===== config.mk =====
export PLATFORM = sky130hd
export DESIGN_NAME = gait_sequencer
export DESIGN_NICKNAME = d
export VERILOG_FILES = /design/src/rtl/gait_pkg.sv /design/src/rtl/gait_sequencer_pwm_channel.sv /design/src/rtl/gait_sequencer.sv
export SDC_FILE = /design/constraint.sdc
export NUM_CORES = 1
export LEC_CHECK = 0
export CAP_MARGIN = 30
export CORE_AREA = 2 2 123 125
export CTS_CLUSTER_SIZE = 8
export DETAILED_ROUTE_END_ITERATION = 7
export DIE_AREA = 0 0 125 127
export PLACE_DENSITY_LB_ADDON = 0.05
export SYNTH_ARGS = -nofsm -noshare
export SYNTH_HDL_FRONTEND = slang
export SYNTH_HIERARCHICAL = 1
export SYNTH_SLANG_ARGS = --single-unit

===== constraint.sdc =====
create_clock -name clk -period 8.6 [get_ports clk]
set_input_delay 0.86 -clock clk [delete_from_list [all_inputs] [get_ports clk]]
set_output_delay 0.86 -clock clk [all_outputs]
set_load 0.005 [all_outputs]

===== src/rtl/gait_pkg.sv =====
// gait_pkg: shared constants, state encoding and the leg-gait table for the
// crabdle gait sequencer.
//   frame_len/base_len/scale_len : PWM timing derived from a clock frequency
//   FRAME/BASE/SCALE             : timing at the 12 MHz system clock
//   NEUTRAL                      : centre position code for every servo
//   state_t                      : sequencer states IDLE, RUN, PARK
//   GAIT                         : 8 rows x 4 legs of position codes
package gait_pkg;

    localparam int DEF_CLK_HZ = 12000000;

    // 50 Hz PWM frame
    function automatic int frame_len(input int clk_hz);
        return clk_hz / 50;
    endfunction

    // 1 ms minimum pulse
    function automatic int base_len(input int clk_hz);
        return clk_hz / 1000;
    endfunction

    // cycles per position code so that code 255 lands just under 2 ms
    function automatic int scale_len(input int clk_hz);
        return clk_hz / 256000;
    endfunction

    localparam int FRAME   = frame_len(DEF_CLK_HZ);
    localparam int BASE    = base_len(DEF_CLK_HZ);
    localparam int SCALE   = scale_len(DEF_CLK_HZ);
    localparam int NEUTRAL = 128;

    typedef enum logic [1:0] {IDLE, RUN, PARK} state_t;

    localparam int GAIT_ROWS = 8;
    localparam int GAIT_COLS = 4;

    typedef logic [7:0] gait_pos_t;

    localparam gait_pos_t GAIT [GAIT_ROWS][GAIT_COLS] = '{
        '{8'd64,  8'd192, 8'd64,  8'd192},
        '{8'd96,  8'd160, 8'd96,  8'd160},
        '{8'd128, 8'd128, 8'd128, 8'd128},
        '{8'd160, 8'd96,  8'd160, 8'd96 },
        '{8'd192, 8'd64,  8'd192, 8'd64 },
        '{8'd160, 8'd96,  8'd160, 8'd96 },
        '{8'd128, 8'd128, 8'd128, 8'd128},
        '{8'd96,  8'd160, 8'd96,  8'd160}
    };

endpackage


===== src/rtl/gait_sequencer_pwm_channel.sv =====
// servo_pwm_channel: one hobby-servo PWM output.
//   clk, reset  : clock, synchronous active-high reset
//   i_load      : frame-boundary strobe; copies i_target into the shadow
//   i_frame_cnt : shared position within the current PWM frame
//   i_target    : requested position code
//   o_pwm       : registered PWM line
// The shadow register keeps the pulse width constant for a whole frame so a
// target change can never produce a runt or stretched pulse.
module servo_pwm_channel
    import gait_pkg::*;
#(
    parameter int FCW       = 18,
    parameter int POS_W     = 8,
    parameter int BASE_CYC  = BASE,
    parameter int SCALE_CYC = SCALE
) (
    input  logic             clk,
    input  logic             reset,
    input  logic             i_load,
    input  logic [FCW-1:0]   i_frame_cnt,
    input  logic [POS_W-1:0] i_target,
    output logic             o_pwm
);

    logic [POS_W-1:0] r_shadow;
    logic [FCW-1:0]   w_width;
    logic             r_pwm;

    always_ff @(posedge clk) begin
        if (reset) begin
            r_shadow <= POS_W'(NEUTRAL);
        end else if (i_load) begin
            r_shadow <= i_target;
        end
    end

    // Largest width (BASE + 255*SCALE) is below one frame, so FCW bits suffice.
    assign w_width = FCW'(BASE_CYC) + FCW'(r_shadow) * FCW'(SCALE_CYC);

    always_ff @(posedge clk) begin
        if (reset) begin
            r_pwm <= 1'b0;
        end else begin
            r_pwm <= (i_frame_cnt < w_width);
        end
    end

    assign o_pwm = r_pwm;

endmodule


===== src/rtl/gait_sequencer.sv =====
// gait_sequencer: steps through the leg-gait table on each heartrate tick and
// drives NUM_SERVOS servo PWM lines.
//   clk, reset : clock, synchronous active-high reset
//   tick       : 1-cycle step strobe
//   enable     : 1 = walk, 0 = park then stop
//   dir        : 0 = forward, 1 = reverse (sampled on tick only)
//   step_idx   : current gait row
//   step_done  : 1-cycle pulse accompanying each step_idx change
//   busy       : sequencer is not IDLE
//   servo_pwm  : registered PWM lines, bit i = servo i
module gait_sequencer
    import gait_pkg::*;
#(
    parameter int CLK_HZ     = 12000000,
    parameter int NUM_SERVOS = 4,
    parameter int STEPS      = 8,
    parameter int POS_W      = 8
) (
    input  logic                     clk,
    input  logic                     reset,
    input  logic                     tick,
    input  logic                     enable,
    input  logic                     dir,
    output logic [$clog2(STEPS)-1:0] step_idx,
    output logic                     step_done,
    output logic                     busy,
    output logic [NUM_SERVOS-1:0]    servo_pwm
);

    localparam int FRAME_CYC = frame_len(CLK_HZ);
    localparam int FCW       = $clog2(FRAME_CYC);
    localparam int SW        = $clog2(STEPS);

    logic [FCW-1:0] r_frame_cnt;
    logic           w_frame_last;
    state_t         r_state;
    state_t         w_state_nxt;
    logic [SW-1:0]  r_step_idx;
    logic           r_step_done;
    logic           r_park_seen;
    logic           w_advance;
    logic [2:0]     w_row;

    assign w_frame_last = (r_frame_cnt == FCW'(FRAME_CYC - 1));

    always_ff @(posedge clk) begin
        if (reset) begin
            r_state <= IDLE;
        end else begin
            r_state <= w_state_nxt;
        end
    end

    // Dropping enable takes priority over a coincident tick.
    always_comb begin
        w_state_nxt = r_state;
        w_advance   = 1'b0;
        case (r_state)
            IDLE: begin
                if (enable) w_state_nxt = RUN;
            end
            RUN: begin
                if (!enable)   w_state_nxt = PARK;
                else if (tick) w_advance   = 1'b1;
            end
            PARK: begin
                if (enable)                           w_state_nxt = RUN;
                else if (w_frame_last && r_park_seen) w_state_nxt = IDLE;
            end
            default: w_state_nxt = IDLE;
        endcase
    end

    always_ff @(posedge clk) begin
        if (reset) begin
            r_frame_cnt <= '0;
            r_step_idx  <= '0;
            r_step_done <= 1'b0;
            r_park_seen <= 1'b0;
        end else begin
            r_frame_cnt <= w_frame_last ? '0 : r_frame_cnt + FCW'(1);
            r_step_done <= w_advance;
            // STEPS is a power of two, so natural wrap gives mod-STEPS stepping.
            if (w_advance) begin
                r_step_idx <= dir ? r_step_idx - SW'(1) : r_step_idx + SW'(1);
            end
            // First frame boundary in PARK loads neutral; the next one ends PARK.
            r_park_seen <= (r_state == PARK) && (r_park_seen || w_frame_last);
        end
    end

    assign w_row = 3'(r_step_idx);

    for (genvar g = 0; g < NUM_SERVOS; g++) begin : g_ch
        localparam logic [1:0] COL = 2'(g % GAIT_COLS);
        logic [POS_W-1:0] w_target;

        assign w_target = (r_state == RUN) ? POS_W'(GAIT[w_row][COL])
                                           : POS_W'(NEUTRAL);

        servo_pwm_channel #(
            .FCW       (FCW),
            .POS_W     (POS_W),
            .BASE_CYC  (base_len(CLK_HZ)),
            .SCALE_CYC (scale_len(CLK_HZ))
        ) u_ch (
            .clk         (clk),
            .reset       (reset),
            .i_load      (w_frame_last),
            .i_frame_cnt (r_frame_cnt),
            .i_target    (w_target),
            .o_pwm       (servo_pwm[g])
        );
    end

    assign step_idx  = r_step_idx;
    assign step_done = r_step_done;
    assign busy      = (r_state != IDLE);

endmodule


* Yosys cells after proc, flatten, opt, wreduce, memory -nomap -nowiden
Memories as Yosys holds them, arrays and structs flattened. Cells that the tools add are included.
Storage, ports and cells: register bits after elaboration 61, memory bits (read-only) 256, bits of input ports 5, word-level logic and storage cells 59, memories 1
Memory list:
- (no name shown) | words 8, bits a word 32, rd ports 1, clocked after Yosys merged registers in 0, wr ports 0, line gait_sequencer.sv:98 | assign w_target = (r_state == RUN) ? POS_W'(GAIT[w_row][COL])
Operators by class: $add $sub $neg 7, multiply operators 4, order comparisons 5, eq/ne operators 6, mux-type cells 15, bitwise operators 1, reduce and logical (&&, ||, !) cells 7
Operators with widths (number):
- 18-bit < comparator | 4
- 32-bit two-way mux | 2
- 14-bit by 14-bit adder with 15-bit output (first input constant) | 4
- 8-bit by 5-bit multiplier with 13-bit output (second input constant) | 4
- 8-bit two-way mux | 4
- 18-bit by 1-bit adder with 18-bit output (second input constant) | 1
- 18-bit == test (second input constant) | 1
- 2-bit two-way mux | 4
- 2-bit one-hot mux with 3 select lines | 1
- 4-bit >= comparator (second input constant) | 1
- 2-bit inequality test (second input constant) | 2
- 3-bit inverter with 4-bit output | 1
- 3-bit by 1-bit adder with 3-bit output (second input constant) | 1
- 1-bit two-way mux | 3
- 3-bit two-way mux | 1
- 3-bit inequality test (second input constant) | 1
- 3-bit AND reduction | 1
- 3-bit by 1-bit subtractor with 3-bit output (second input constant) | 1
- 2-bit by 1-bit == test with 1-bit output (second input constant) | 1
- 2-bit == test (second input constant) | 1
- 1-bit logical AND | 2
- 2-bit zero test | 1
- 2-bit nonzero test | 1
- 2-bit OR reduction | 1
- 1-bit logical OR | 1

* Logic depth before layout (Yosys ltp)
word-level depth 5, mapped depth 22

* Modules after synthesis
The synthesis kept the hierarchy.
Modules (own cells, without submodules):
- servo_pwm_channel (g_ch[1].u_ch) | times used 1, cells each 191, area an instance 1687.9 um^2, sequential area each 180.2 um^2
- servo_pwm_channel (g_ch[0].u_ch) | times used 1, cells each 189, area an instance 1669.1 um^2, sequential area each 180.2 um^2
- servo_pwm_channel (g_ch[2].u_ch) | times used 1, cells each 183, area an instance 1636.6 um^2, sequential area each 180.2 um^2
- servo_pwm_channel (g_ch[3].u_ch) | times used 1, cells each 182, area an instance 1629.1 um^2, sequential area each 180.2 um^2
- gait_sequencer | times used 1, cells each 139, area an instance 1202.4 um^2, sequential area each 500.5 um^2

* Worst setup path after synthesis
No wires, ideal clock.
kind reg-to-reg, start register g_ch[3].u_ch.r_shadow[2], end register g_ch[3].u_ch.r_pwm, arrival time 4.476 ns, data required time 8.522 ns, setup slack 4.046 ns, stages on the path, launching flop included 21, path buffers 0, cell sequence dfxtp_1 -> ha_1 -> fa_1 -> inv_1 -> fa_1 -> inv_1 -> ha_1 -> a21oi_1 -> and2b_1 -> or3_1 -> a21oi_2 -> xnor2_1 -> or4_4 -> xnor2_1 -> ha_1 -> a21o_1 -> a21oi_1 -> nand2_1 -> nand2_1 -> a31oi_1 -> nor3_1
Between the ends: cells in the longest elaborated chain, start to end 3
Ends and longest elaborated chain:
- from (decl) | line gait_sequencer_pwm_channel.sv:25 | logic [POS_W-1:0] r_shadow;
- from (signal assigned) | line gait_sequencer_pwm_channel.sv:31 | r_shadow <= POS_W'(NEUTRAL);
- from (signal assigned) | line gait_sequencer_pwm_channel.sv:33 | r_shadow <= i_target;
- 8-bit by 5-bit multiplier with 13-bit output | line gait_sequencer_pwm_channel.sv:38 | assign w_width = FCW'(BASE_CYC) + FCW'(r_shadow) * FCW'(SCALE_CYC);
- 14-bit by 14-bit adder with 15-bit output | line gait_sequencer_pwm_channel.sv:38
- 18-bit < comparator | line gait_sequencer_pwm_channel.sv:44 | r_pwm <= (i_frame_cnt < w_width);
- to (signal assigned) | line gait_sequencer_pwm_channel.sv:44
- to (decl) | line gait_sequencer_pwm_channel.sv:27 | logic r_pwm;
No other way between the ends. A chain may end at the register's enable or synchronous reset.

* Final worst setup path
Ends and elaborated chain as after synthesis.

==> run_results.csv <==
group,metric,value,unit
finish,seq_area,0.00122,mm²
cts,cts_inserted_buffers,9,
cts,post_cts_buffers,0,
global_route,grt_overflow,0,
drt,route.final.wire_length,16.2,mm
sta,finalHoldViolations,0,
drt,drtPass1Iterations,4,
setup_path,crit_path_start_kind,"flop",
cts,cts-htree-levels,3,
synthesis,synthTopCellsByCount,"ha_1 (162), inv_1 (146), nor2_1 (68)",
finish,layout-drive-gt1-share,6.74,%
placement,place_area,0.00822,mm²
setup_path,startpoint,"g_ch[3].u_ch/r_shadow[2]$_SDFFE_PP0P_",
synthesis,synth.area.top_cells,"ha_1 (26%), dfxtp_1 (16%), fa_1 (10%), inv_1 (7.0%), xnor2_1 (5.9%)",
sta,slew_viol_final,0,
global_route,met3_usage,4.27,%
sta,maxSlewHeadroom,48.3,%
setup_path,r2r_slack,3.72,ns
setup_path,critPathCapture,"g_ch[3].u_ch/o_pwm$_SDFF_PP0_",
cts,cts_tree,"built",
drt,drt_iter0_drc,182,
setup_path,cp.depth,20,
sta,period_needed,4.88,ns
setup_path,regToRegEndpoint,"g_ch[3].u_ch/o_pwm$_SDFF_PP0_",
power_and_ir_drop,ir_drop,0.106,mV
finish,fillers,1322,
setup_path,cp-end-kind,"flop",
sta,tns,0,ns
drt,ant_nets,0,
hold_path,hp-start,"r_frame_cnt[0]$_SDFF_PP0_",
setup_path,reg2reg_from,"g_ch[3].u_ch/r_shadow[2]$_SDFFE_PP0P_",
global_route,antenna_found_initial,0,
floorplanning,rows,44,
setup_path,path_buf_inv,2,
finish,multiInputGateArea,0.00608,mm²
setup_path,critical_path_arrival,5.15,ns
synthesis,synth_top_cell_by_area,"ha_1",
synthesis,postSynthAreaPerCell,8.85,µm²
global_route,grt_pass1_wl,28.9,mm
cts,hold_buffers,0,
setup_path,critical_path_required,8.87,ns
cts,clock-sinks,61,
floorplanning,initial_utilization,54.3,%
synthesis,synth-async-reset-ratio,0,%
sta,fmax,205,MHz
cts,clk_latency,0.34,ns
cts,ctsLongestPathBuffers,2,
setup_path,worst_path_max_delay_cell,"or4_4",
drt,vias_per_cell,5.48,
synthesis,yosysMostFrequentCell,"ha_1",
synthesis,syn_inst,884,
synthesis,yosys.area.top_type_share,25.9,%
placement,dpl.hpwl,12.9,mm
synthesis,ys_warn_count,6,
synthesis,ys_seq_area_share,15.6,%
finish,nNetsFinal,1123,
global_route,grt_usage,21.9,%
synthesis,yosys_most_used_dff,"dfxtp_1",
finish,syn_to_final_growth,9.02,%
synthesis,synth-edff-count,0,
placement,routabilityCongestion,0.836,
synthesis,ys_ff_latch,61,
placement,io_buffers,13,
finish,diodes,0,
global_route,grt_pass1_vias,6451,
floorplanning,die-area,0.0159,mm²
sta,worst_pin_slew,0.771,ns
floorplanning,coreArea,0.0144,mm²
drt,drc_errors,0,
power_and_ir_drop,p_leak,4.24,nW
power_and_ir_drop,power_density,82.0,mW/mm²
setup_path,crit_chain,"ha_1, fa_1, inv_1, fa_1, inv_1, ha_1, a21oi_1, and2b_1, or3_1, a21oi_2, xnor2_1, or4_4, xnor2_1, ha_1, a21o_1, a21oi_1, nand2_1, nand2_1, a31oi_1, nor3_1",
setup_path,cpLargestDelayFamily,"adder cells",
setup_path,crit_top_cell,"ha_1",
sta,rsz0062_at_grt,"false",
synthesis,yosysUniqueCellTypes,73,
sta,finalCritPeriodShare,56.8,%
sta,worst_clock_skew,0.00488,ns
drt,vias,6047,
run,maxCapViolations,0,
floorplanning,die_w,125,µm
global_route,use_met2,40.9,%
hold_path,hp-class,"reg2reg",
global_route,gr-usage-met1,25.3,%
sta,final-setup-viol-count,0,
global_route,grt_start_max_net_pins,40,
cts,clk_pin_slew_worst_paths,0.06,ns
setup_path,crit_type,"reg2reg",
drt,wire_per_inst,14.7,µm
floorplanning,io_pins,14,
global_route,busiest_layer,"met2",
setup_path,worstRegToRegCells,20,
cts,root_buffer,"clkbuf_16",
outcome,run_status,"finished clean",
synthesis,syn_area,0.00783,mm²
setup_path,cp_slowest_stage_delay,0.55,ns
finish,design_area,0.00853,mm²
floorplanning,die_y,127,µm
cts,cts_resized,0,
setup_path,worst-path-max-fanout,5,
worst min-delay path by stage:
| stage | to | depth (start not counted) |
|---|---|---|
| 2_1_floorplan | r_frame_cnt[0]$_SDFF_PP0_ | 1 |
| 3_3_place_gp | r_frame_cnt[0]$_SDFF_PP0_ | 1 |
| 3_5_place_dp | r_frame_cnt[0]$_SDFF_PP0_ | 1 |
| 4_1_cts | r_frame_cnt[0]$_SDFF_PP0_ | 1 |
| 5_1_grt | r_frame_cnt[0]$_SDFF_PP0_ | 1 |
| 6_report | r_frame_cnt[0]$_SDFF_PP0_ | 1 |
cell families after synthesis:
family	Yosys count	synth area share (%)
DFF	61	15.6
AOI/OAI and AO/OA	161	14.2
xor gates and xnor gates	75	8.73
adders and majority gates	203	36.4
buffers and inverters	160	7.74
and+or+nand+nor	194	13.6
other	1	0.0479
muxes	29	3.71
worst reg2reg max path, stage by stage (launching register included):
cell and delay, ns:
dfxtp_1 0.41, ha_1 0.28, fa_1 0.53, inv_1 0.06, fa_1 0.51, inv_1 0.05
ha_1 0.35, a21oi_1 0.17, and2b_1 0.20, or3_1 0.32, a21oi_2 0.16, xnor2_1 0.13
or4_4 0.55, xnor2_1 0.15, ha_1 0.31, a21o_1 0.16, a21oi_1 0.17, nand2_1 0.07
nand2_1 0.06, a31oi_1 0.04, nor3_1 0.12
registers in the layout, summed over array words and instances (netlist names):
| signal | flops |
|---|---|
| step_done | 1 |
| r_park_seen | 1 |
| step_idx | 3 |
| g_ch.u_ch/o_pwm | 4 |
| r_frame_cnt | 18 |
| r_state | 2 |
| g_ch.u_ch/r_shadow | 32 |
placed cells by master, fill, tap and decap left out, drive strengths merged, types with 22 or more instances in the layout:
| master | count |
|---|---|
| inv | 148 |
| xnor2 | 53 |
| xor2 | 22 |
| nand2 | 29 |
| mux2i | 29 |
| dfxtp | 61 |
| ha | 162 |
| a21o | 34 |
| fa | 41 |
| a21oi | 54 |
| nor2 | 68 |
layout make-up:
class | count | area share [%]
inverter | 146 | 6.42
clock buffer | 10 | 2.80
multi-input combinational | 682 | 71.2
timing repair buffer | 15 | 1.70
clock inverter | 6 | 0.821
tap | 184 | 2.70
sequential | 61 | 14.3
power by group:
group	internal, W	switching (W)	total, W
registers	0.000286	0.00000529	0.000291
clock network	0.000235	0.000146	0.000381
logic	0.0000123	0.0000150	0.0000272
routing by layer:
layer | vias to the layer above | wire [µm]
met5 | - | 0
li1 | 3076 | -
met4 | 0 | 408
met2 | 106 | 7980
met1 | 2824 | 7330
met3 | 41 | 496
through the flow:
stage | util (%) | hold slack (ns) | cells | total power, W | worst slack, ns
detailed placement | 57.0 | 0.490 | 1088 | 0.000325 | 3.73
CTS | 59.1 | 0.505 | 1104 | 0.000711 | 3.71
finish | 59.1 | 0.502 | 1104 | 0.000699 | 3.72
floorplan | - | 0.441 | 903 | 0.000312 | 4.05
global route | 59.1 | 0.566 | 1104 | 0.000723 | 3.38
global placement | 57.0 | 0.464 | 1088 | 0.000324 | 3.91
Note: power is estimated with default switching activity, not from simulation.
